==> src/rtl/riscv_csr_exec.sv <==
// riscv_csr_exec
// ---------------------------------------------------------------------------
// CSR execute unit for the in-order core. Each cycle it looks at NUM_LANES
// issue lanes (lane 0 oldest), accepts the oldest CSR instruction, reads the
// CSR file (with a bypass from the writeback port), computes the new value and
// presents a registered result one cycle later. Writeback returns the actual
// CSR write through the wb_* port. Also hosts mcycle/minstret 64-bit counters.
//
// Ports
//   clk, srst_n          clock, synchronous active-low reset
//   cpu_id               mhartid value
//   inst_valid/inst      per-lane valid and instruction word (lane i at [32i+:32])
//   ra_idx/ra_data       per-lane rs1 index (also the uimm) and rs1 value
//   retire_cnt           instructions retired this cycle (minstret increment)
//   wb_write/waddr/wdata CSR write returned from writeback
//   csr_stall            combinational: a younger lane holds a CSR op not taken now
//   res_*                registered result: valid, lane, old value, write request,
//                        write address/data, illegal-access flag
// ---------------------------------------------------------------------------
module riscv_csr_exec #(
    parameter int          NUM_LANES      = 2,
    parameter bit          SUPPORT_MULDIV = 1'b1,
    parameter bit          COUNTER_EN     = 1'b1,
    parameter logic [31:0] MTVEC_RST      = 32'h0000_0000,
    localparam int         LANE_W         = (NUM_LANES > 1) ? $clog2(NUM_LANES) : 1,
    localparam int         CNT_W          = $clog2(NUM_LANES + 1)
) (
    input  logic                    clk,
    input  logic                    srst_n,
    input  logic [31:0]             cpu_id,
    input  logic [NUM_LANES-1:0]    inst_valid,
    input  logic [32*NUM_LANES-1:0] inst,
    input  logic [5*NUM_LANES-1:0]  ra_idx,
    input  logic [32*NUM_LANES-1:0] ra_data,
    input  logic [CNT_W-1:0]        retire_cnt,
    input  logic                    wb_write,
    input  logic [11:0]             wb_waddr,
    input  logic [31:0]             wb_wdata,
    output logic                    csr_stall,
    output logic                    res_valid,
    output logic [LANE_W-1:0]       res_lane,
    output logic [31:0]             res_rdata,
    output logic                    res_write,
    output logic [11:0]             res_waddr,
    output logic [31:0]             res_wdata,
    output logic                    res_illegal
);

    // MXL=1 (RV32), 'I' always, 'M' when the multiplier/divider is present.
    localparam logic [31:0] MISA_VAL     = 32'h4000_0100 | (SUPPORT_MULDIV ? 32'h0000_1000 : 32'h0);
    localparam logic [31:0] MSTATUS_MASK = 32'h0000_0088;   // MIE (3) and MPIE (7)
    localparam logic [31:0] ALIGN4_MASK  = 32'hFFFF_FFFC;

    // ------------------------------------------------------------------
    // Per-lane decode: SYSTEM opcode with funct3 in {1,2,3,5,6,7}.
    // funct3[1:0]==0 covers both 000 (ECALL/EBREAK/...) and 100 (reserved).
    // ------------------------------------------------------------------
    logic [NUM_LANES-1:0] lane_csr;

    genvar gi;
    generate
        for (gi = 0; gi < NUM_LANES; gi++) begin : g_lane_dec
            logic unused_fields;
            assign lane_csr[gi] = inst_valid[gi]
                               && (inst[32*gi +: 7] == 7'b1110011)
                               && (inst[32*gi+12 +: 2] != 2'b00);
            // rd and rs1 fields are not needed here: rd goes with the result
            // lane, and rs1/uimm arrives pre-decoded on ra_idx.
            assign unused_fields = ^{inst[32*gi+7 +: 5], inst[32*gi+15 +: 5]};
        end
    endgenerate

    // ------------------------------------------------------------------
    // Arbitration: oldest CSR lane wins; any further CSR lane stalls issue.
    // ------------------------------------------------------------------
    logic              sel_found;
    logic [LANE_W-1:0] sel_lane;
    logic [11:0]       sel_addr;
    logic [2:0]        sel_f3;
    logic [4:0]        sel_idx;
    logic [31:0]       sel_data;
    logic              stall;

    always_comb begin
        sel_found = 1'b0;
        sel_lane  = '0;
        sel_addr  = '0;
        sel_f3    = '0;
        sel_idx   = '0;
        sel_data  = '0;
        stall     = 1'b0;
        for (int i = 0; i < NUM_LANES; i++) begin
            if (lane_csr[i]) begin
                if (!sel_found) begin
                    sel_found = 1'b1;
                    sel_lane  = LANE_W'(i);
                    sel_addr  = inst[32*i+20 +: 12];
                    sel_f3    = inst[32*i+12 +: 3];
                    sel_idx   = ra_idx[5*i +: 5];
                    sel_data  = ra_data[32*i +: 32];
                end else begin
                    stall = 1'b1;
                end
            end
        end
    end

    assign csr_stall = stall;

    // ------------------------------------------------------------------
    // CSR state
    // ------------------------------------------------------------------
    logic [31:0] mstatus_reg, mtvec_reg, mscratch_reg, mepc_reg, mcause_reg;
    logic [63:0] mcycle_reg, mcycle_next;
    logic [63:0] minstret_reg, minstret_next;

    // ------------------------------------------------------------------
    // Read, bypass and new-value computation
    // ------------------------------------------------------------------
    logic        rd_impl;
    logic [31:0] rd_val, old_val, new_val, src_val;
    logic        do_write, illegal;

    always_comb begin
        rd_impl = 1'b1;
        rd_val  = '0;
        case (sel_addr)
            12'h300:          rd_val = mstatus_reg;
            12'h301:          rd_val = MISA_VAL;
            12'h305:          rd_val = mtvec_reg;
            12'h340:          rd_val = mscratch_reg;
            12'h341:          rd_val = mepc_reg;
            12'h342:          rd_val = mcause_reg;
            12'hB00, 12'hC00: rd_val = mcycle_reg[31:0];
            12'hB80, 12'hC80: rd_val = mcycle_reg[63:32];
            12'hB02, 12'hC02: rd_val = minstret_reg[31:0];
            12'hB82, 12'hC82: rd_val = minstret_reg[63:32];
            12'hF14:          rd_val = cpu_id;
            default:          rd_impl = 1'b0;
        endcase
    end

    // A write landing in the same cycle is newer than the stored value.
    assign old_val  = (wb_write && (wb_waddr == sel_addr)) ? wb_wdata : rd_val;
    assign src_val  = sel_f3[2] ? {27'd0, sel_idx} : sel_data;
    // Set/clear with x0 / uimm=0 is a pure read and must not trip the RO check.
    assign do_write = (sel_f3[1:0] == 2'b01) || (sel_idx != 5'd0);
    assign illegal  = !rd_impl || (do_write && (sel_addr[11:10] == 2'b11));

    always_comb begin
        case (sel_f3[1:0])
            2'b01:   new_val = src_val;
            2'b10:   new_val = old_val | src_val;
            2'b11:   new_val = old_val & ~src_val;
            default: new_val = old_val;
        endcase
    end

    // ------------------------------------------------------------------
    // Counters: a writeback to either half replaces that half and
    // suppresses the increment for that cycle.
    // ------------------------------------------------------------------
    always_comb begin
        mcycle_next   = mcycle_reg + 64'd1;
        minstret_next = minstret_reg + 64'(retire_cnt);
        if (wb_write) begin
            case (wb_waddr)
                12'hB00: mcycle_next   = {mcycle_reg[63:32], wb_wdata};
                12'hB80: mcycle_next   = {wb_wdata, mcycle_reg[31:0]};
                12'hB02: minstret_next = {minstret_reg[63:32], wb_wdata};
                12'hB82: minstret_next = {wb_wdata, minstret_reg[31:0]};
                default: ;
            endcase
        end
        if (!COUNTER_EN) begin
            mcycle_next   = '0;
            minstret_next = '0;
        end
    end

    // ------------------------------------------------------------------
    // State and result registers
    // ------------------------------------------------------------------
    logic              res_valid_reg, res_write_reg, res_illegal_reg;
    logic [LANE_W-1:0] res_lane_reg;
    logic [31:0]       res_rdata_reg, res_wdata_reg;
    logic [11:0]       res_waddr_reg;

    always_ff @(posedge clk) begin
        if (!srst_n) begin
            mstatus_reg     <= '0;
            mtvec_reg       <= MTVEC_RST & ALIGN4_MASK;
            mscratch_reg    <= '0;
            mepc_reg        <= '0;
            mcause_reg      <= '0;
            mcycle_reg      <= '0;
            minstret_reg    <= '0;
            res_valid_reg   <= 1'b0;
            res_lane_reg    <= '0;
            res_rdata_reg   <= '0;
            res_write_reg   <= 1'b0;
            res_waddr_reg   <= '0;
            res_wdata_reg   <= '0;
            res_illegal_reg <= 1'b0;
        end else begin
            mcycle_reg   <= mcycle_next;
            minstret_reg <= minstret_next;
            // Writes to read-only or unimplemented addresses fall through.
            if (wb_write) begin
                case (wb_waddr)
                    12'h300: mstatus_reg  <= wb_wdata & MSTATUS_MASK;
                    12'h305: mtvec_reg    <= wb_wdata & ALIGN4_MASK;
                    12'h340: mscratch_reg <= wb_wdata;
                    12'h341: mepc_reg     <= wb_wdata & ALIGN4_MASK;
                    12'h342: mcause_reg   <= wb_wdata;
                    default: ;
                endcase
            end
            res_valid_reg   <= sel_found;
            res_lane_reg    <= sel_lane;
            res_illegal_reg <= sel_found & illegal;
            res_write_reg   <= sel_found & ~illegal & do_write;
            res_waddr_reg   <= sel_addr;
            res_rdata_reg   <= (sel_found && !illegal) ? old_val : 32'd0;
            res_wdata_reg   <= (sel_found && !illegal) ? new_val : 32'd0;
        end
    end

    assign res_valid   = res_valid_reg;
    assign res_lane    = res_lane_reg;
    assign res_rdata   = res_rdata_reg;
    assign res_write   = res_write_reg;
    assign res_waddr   = res_waddr_reg;
    assign res_wdata   = res_wdata_reg;
    assign res_illegal = res_illegal_reg;

endmodule

==> config.mk <==
export PLATFORM = sky130hd
export DESIGN_NAME = riscv_csr_exec
export DESIGN_NICKNAME = d
export VERILOG_FILES = /design/src/rtl/riscv_csr_exec.sv
export SDC_FILE = /design/constraint.sdc
export NUM_CORES = 1
export LEC_CHECK = 0
export CAP_MARGIN = 20
export CORE_UTILIZATION = 45
export CTS_CLUSTER_SIZE = 25
export DETAILED_ROUTE_END_ITERATION = 16
export GPL_ROUTABILITY_DRIVEN = 0
export PLACE_DENSITY = 0.69
export SKIP_CTS_REPAIR_TIMING = 1
export SLEW_MARGIN = 20
export SYNTH_ARGS = -nofsm -noshare
export SYNTH_HDL_FRONTEND = slang
export SYNTH_SLANG_ARGS = --single-unit
==> constraint.sdc <==
create_clock -name clk -period 7.62 [get_ports clk]
set_input_delay 0.762 -clock clk [delete_from_list [all_inputs] [get_ports clk]]
set_output_delay 0.762 -clock clk [all_outputs]
set_load 0.01 [all_outputs]
==> results of run 1 <==
placed cells by master (no fill, tap or decap), drive strengths merged, types with 9 or more instances in the layout:
cell type,synthesis,routed
and3,52,52
o21ai,172,172
a2bb2oi,14,14
nand3,69,69
and2,25,25
nand2,458,458
nor4,44,44
buf,31,44
o221ai,14,14
nor3,73,73
dfxtp,334,334
a22oi,84,84
clkdlybuf4s50,0,280
a211oi,39,39
a22o,38,38
o2bb2ai,15,15
a221oi,29,29
a31oi,36,36
and4,16,16
o211ai,9,9
o22ai,18,18
xnor2,10,10
a21oi,299,299
a311oi,22,22
nor2,160,160
nand4,43,43
clkbuf,188,58
o2111a,10,10
a31o,9,9
inv,43,45
mux2i,18,18
critical path: stages:
cell and delay (ns):
clkdlybuf4s50_1 0.51, nand4b_4 0.31, or3_2 0.91, a31oi_2 0.77, nand3_2 0.71, o311a_1 0.33, a211oi_2 0.41, buf_4 0.26
nand2_1 0.44, o2bb2ai_1 0.51, a22o_1 0.17
power by group through the flow:
stage                     logic (mW)  clock network, mW  registers, mW
after floorplan               0.0835                  0           1.79
after global placement         0.254                  0           1.79
after detailed placement       0.256                  0           1.79
after CTS                      0.258               1.82           1.76
after global routing           0.276               1.89           1.76
final                          0.266               1.81           1.76
cell type report:
class,count,area (µm²),share of cell area (%)
inverter,44,170,0.756
sequential,334,6690,29.7
clock buffer,58,1130,5.00
multi-input combinational,1898,10700,47.3
timing repair buffer,324,3140,13.9
antenna,2,5.00,0.0222
clock inverter,7,78.8,0.350
tap,525,657,2.92
cell families after synthesis:
family                     count (synthesis)  share of synthesized area [%]
and+or+nand+nor                          993                           25.3
AOI/OAI and AO/OA                        868                           30.4
buffers and inverters                    263                           5.71
adders and majority gates                  4                          0.314
xor gates and xnor gates                  13                          0.621
DFF                                      334                           36.5
muxes                                     20                           1.13
layer usage:
layer  wire, µm  GRT usage [%]  vias to the layer above  part of all wire, %
li1           -              -                     9472                    -
met1      30600           49.2                     9986                   38
met2      35100           56.9                     1592                   44
met3      10800           9.45                      251                   13
met4       4090           19.1                        6                  5.1
met5         36              0                        -                0.045
how the worst max path moves through the flow:
stage	to	startpoint	depth (start not counted)
after global placement	res_wdata[26]	inst[1]	11
after detailed placement	res_wdata[2]	inst_valid[0]	11
after global routing	res_wdata[2]	inst[1]	11
after CTS	res_wdata[2]	inst_valid[0]	11
after floorplan	minstret_reg[54]	retire_cnt[0]	11
final	res_wdata[2]	inst_valid[0]	11
synth_stat cells, types with 29 or more instances:
cell	n	share of area [%]
nand2_1	458	9.4
dfxtp_1	334	36
a21oi_1	299	8.2
clkbuf_1	187	3.8
o21ai_0	172	4.7
nor2_1	160	3.3
a22oi_1	84	3.4
nor3_1	70	1.9
nand3_1	67	1.8
and3_1	52	1.8
nand4_1	43	1.5
nor4_1	43	1.5
inv_1	42	0.86
a211oi_1	38	1.6
a22o_1	38	1.8
a31oi_1	34	1.2
a221oi_1	29	1.4
==> impl_metrics.yaml, run 1 <==
status:
  status: "completed"
global_route:
  grt_max_degree: 121
  grt_use_total_pct: 37.5
  first_global_vias: 19400
  antenna_found_initial: 5
  gr-total-overflow: 0
  grt_first_pass_wirelength_um: 119000
power_and_ir_drop:
  p_int_mw: 2.89
  ir_worst_vdd_uv: 147
  switchingPower_mw: 0.938
  total_power_mw: 3.83
  pwr-share-clk_pct: 47.2
  p_comb_share_pct: 6.9
  p_leak_nw: 7.26
  power_density_nw_per_um2: 170
  pwr-share-seq_pct: 45.8
  sw_frac_of_total_pct: 24.5
clocking:
  clock_sinks: 334
  cts_buffers: 38
  worstSkewPairLatency_ns: 0.58
  cts_tree: "yes"
  cts_max_level: 2
  clockBufferDepth: 3
  root_buffer: "clkbuf_16"
  clk_pin_slew_worst_paths_ns: 0.06
placed_design:
  port_buffers: 281
  dpl.cell_count: 3124
  hpwl_um: 55100
  post_dp_cell_area_um2: 21300
  dp_slack_ns: 1.68
timing:
  fin_crit_ns: 5.61
  grt_setup_unrepaired: "false"
  clock_skew_ns: 0.0172
  worst_pin_slew_ns: 1.19
  whs_ns: 0.453
  max_slew_margin_pct: 20.9
  fmax_mhz: 178
  finalSetupViolCount: 0
  hold_viol_final: 0
  min_period_over_period_pct: 73.7
  setup_ws_ns: 2.01
  setup_tns_ns: 0
  maxSlewViolCount: 0
yosys:
  yosys_warnings: 0
  syn_inst: 2495
  syn_avg_cell_area_um2: 7.35
  synthDistinctLibCells: 85
  synth_ff_type: "dfxtp_1"
  ys_seq_area_share_pct: 36.5
  syn_area_um2: 18300
  synth_edf_count: 0
  ys_ff_latch: 334
  async_reset_ff_share_pct: 0
  syn_nets: 2720
worst_hold_path:
  hp-start: "mepc_reg[31]"
  hold_depth: 2
  min_to: "mepc_reg[31]"
  hp-class: "flip-flop to flip-flop"
worst_setup_path:
  cp.required_ns: 8.14
  setup.worst_path.class: "input port to flip-flop"
  endpoint_kind: "flip-flop"
  worstPathArrival_ns: 6.13
  crit_path_start_kind: "input port"
  r2r-start: "minstret_reg[0]"
  r2r_slack_ns: 3.69
  r2r.worst_path.cells: 11
  r2r_end: "minstret_reg[54]"
  path_max_fanout: 36
floorplan:
  die_h_um: 204
  initial_core_util_pct: 45.8
  row_count: 73
  core_area_um2: 40000
  num_io_pins: 302
  die-area_um2: 41600
  fp.dieW_um: 204
run:
  maxCapViolCount: 0
layout:
  layout-drive-gt1-share_pct: 5.33
  final_util_pct: 56.3
  final_cells: 3192
  final_cell_area_um2: 22500
  fin_nets: 2865
  area_delta_synth_final_pct: 22.8
  fill_cells: 3758
detailed_routing:
  drt_wl_total_um: 80600
  drtAntennaViolNets: 0
  route.detailed.drc: 0
  vias: 21300
  wl_per_cell_um: 25.2
  viasPerCell: 6.68
  dr.pass1.iters: 6
  initialDrtViolationCount: 3133
Power figures use the tool's default switching activity.
==> run 2, diff against run 1 <==
==> constraint.sdc (replaced) <==
create_clock -name clk -period 5.4 [get_ports clk]
set_input_delay 0.54 -clock clk [delete_from_list [all_inputs] [get_ports clk]]
set_output_delay 0.54 -clock clk [all_outputs]
set_load 0.01 [all_outputs]
==> impl_metrics.yaml, run 2 (synthesized netlist as in run 1, its figures left out) <==
status:
  status: "completed"
timing:
  clock_skew_ns: 0.0183
  grt_setup_unrepaired: "false"
  finalSetupViolCount: 0
  worst_pin_slew_ns: 1.15
  maxSlewViolCount: 0
  fmax_mhz: 228
  setup_tns_ns: 0
  fin_crit_ns: 4.38
  max_slew_margin_pct: 23.3
  hold_viol_final: 0
  setup_ws_ns: 1.02
  min_period_over_period_pct: 81.1
worst_setup_path:
  cp-endpoint: "res_wdata[25]"
  path_max_fanout: 40
  cp.required_ns: 5.82
  worstSetupStartpoint: "inst[0]"
  r2r_end: "minstret_reg[62]"
  crit_path_start_kind: "input port"
  r2r_slack_ns: 1.47
  r2r.worst_path.cells: 11
  endpoint_kind: "flip-flop"
  worstPathArrival_ns: 4.80
  setup.worst_path.class: "input port to flip-flop"
  r2r-start: "minstret_reg[0]"
placed_design:
  dp_slack_ns: 0.650
  hpwl_um: 55700
  post_dp_cell_area_um2: 21400
  port_buffers: 281
power_and_ir_drop:
  power_density_nw_per_um2: 241
  ir_worst_vdd_uv: 173
  p_leak_nw: 7.33
worst_hold_path:
  hp-class: "input port to flip-flop"
  hold_depth: 3
clocking:
  clk_pin_slew_worst_paths_ns: 0.06
  root_buffer: "clkbuf_16"
  worstSkewPairLatency_ns: 0.57
  cts_tree: "yes"
  clock_sinks: 334
  clockBufferDepth: 3
  cts_buffers: 38
  cts_max_level: 2
detailed_routing:
  dr.pass1.iters: 8
  route.detailed.drc: 0
  initialDrtViolationCount: 3036
  drt_wl_total_um: 80300
  vias: 21300
  drtAntennaViolNets: 0
  viasPerCell: 6.64
  wl_per_cell_um: 25.0
layout:
  fill_cells: 3736
  multi_input_area_um2: 10700
  area_delta_synth_final_pct: 23.5
  seq_area_um2: 6690
  layout-drive-gt1-share_pct: 5.97
  fin_nets: 2880
  final_cell_mix: "nand2_1 (458), dfxtp_1 (334), a21oi_1 (299)"
  final_cell_area_um2: 22700
  layout_commonest_cell: "nand2_1"
  final_util_pct: 56.6
floorplan:
  die-area_um2: 41600
  core_area_um2: 40000
  row_count: 73
  num_io_pins: 302
  die_h_um: 204
  fp.dieW_um: 204
  initial_core_util_pct: 45.8
global_route:
  antenna_found_initial: 6
  grt_max_degree: 105
  grt_first_pass_wirelength_um: 119000
  first_global_vias: 19700
  gr-total-overflow: 0
  grt_use_total_pct: 37.4
run:
  maxCapViolCount: 0
==> run 2: cell types whose count changed in the layout (fill, tap and decap cells not counted), moves of 2 or more <==
cell | previous run | this run
buf_4 | 41 | 58
clkinv_2 | 3 | 7
bufinv_16 | 0 | 3
diode_2 | 2 | 5
clkbuf_1 | 10 | 7
inv_16 | 2 | 0
clkbuf_8 | 10 | 3
==> run 2: worst min path at each step <==
stage,from,endpoint,slack (ns)
3_5_place_dp,mtvec_reg[8],mtvec_reg[8],0.44
4_1_cts,srst_n,res_valid,0.29
3_3_place_gp,mepc_reg[30],mepc_reg[30],0.44
5_1_grt,srst_n,res_valid,0.32
2_1_floorplan,mtvec_reg[8],mtvec_reg[8],0.43
6_report,srst_n,res_valid,0.31
==> run 2: cell type report <==
class,count,share of cell area (%)
diodes,5,0.0552
clock buffers,49,4.61
clock inverters,15,0.801
inverters,44,0.751
multi-input cells,1898,47.1
flip-flops and latches,334,29.5
well taps,525,2.90
repair buffers,339,14.3
==> run 2: metal layers <==
metal,track usage [%],vias up,wire length [µm]
li1,-,9503,-
met1,48.5,9947,30800
met2,56.1,1553,34100
met3,8.90,288,10500
met4,22.5,2,4940
met5,0,-,10
==> run 2: per-stage QoR <==
| step | hold WS (ns) | std cells | power [mW] |
|---|---|---|---|
| finish | 0.311 | 3209 | 5.46 |
| global route | 0.323 | 3208 | 5.58 |
| CTS | 0.291 | 3204 | 5.45 |
| detailed placement | 0.444 | 3140 | 2.89 |
| global placement | 0.441 | 3140 | 2.89 |
| floorplan | 0.434 | 2495 | 2.65 |
==> run 2: power breakdown <==
part	internal (mW)	switching (mW)	total (mW)	leakage, nW
registers	2.47	0.00862	2.48	2.69
logic	0.165	0.212	0.377	4.04
clock network	1.51	1.10	2.61	0.598
==> run 2: critical path, cell delays in order <==
cell and delay (ns):
clkdlybuf4s50_1 0.51, nand4b_4 0.11, or3_2 0.72, a31oi_4 0.27
buf_4 0.51, xnor2_1 0.12, nor3_1 0.21, nand4_1 0.17
buf_4 0.24, nand2_1 0.55, a2bb2oi_1 0.60, o22ai_1 0.18
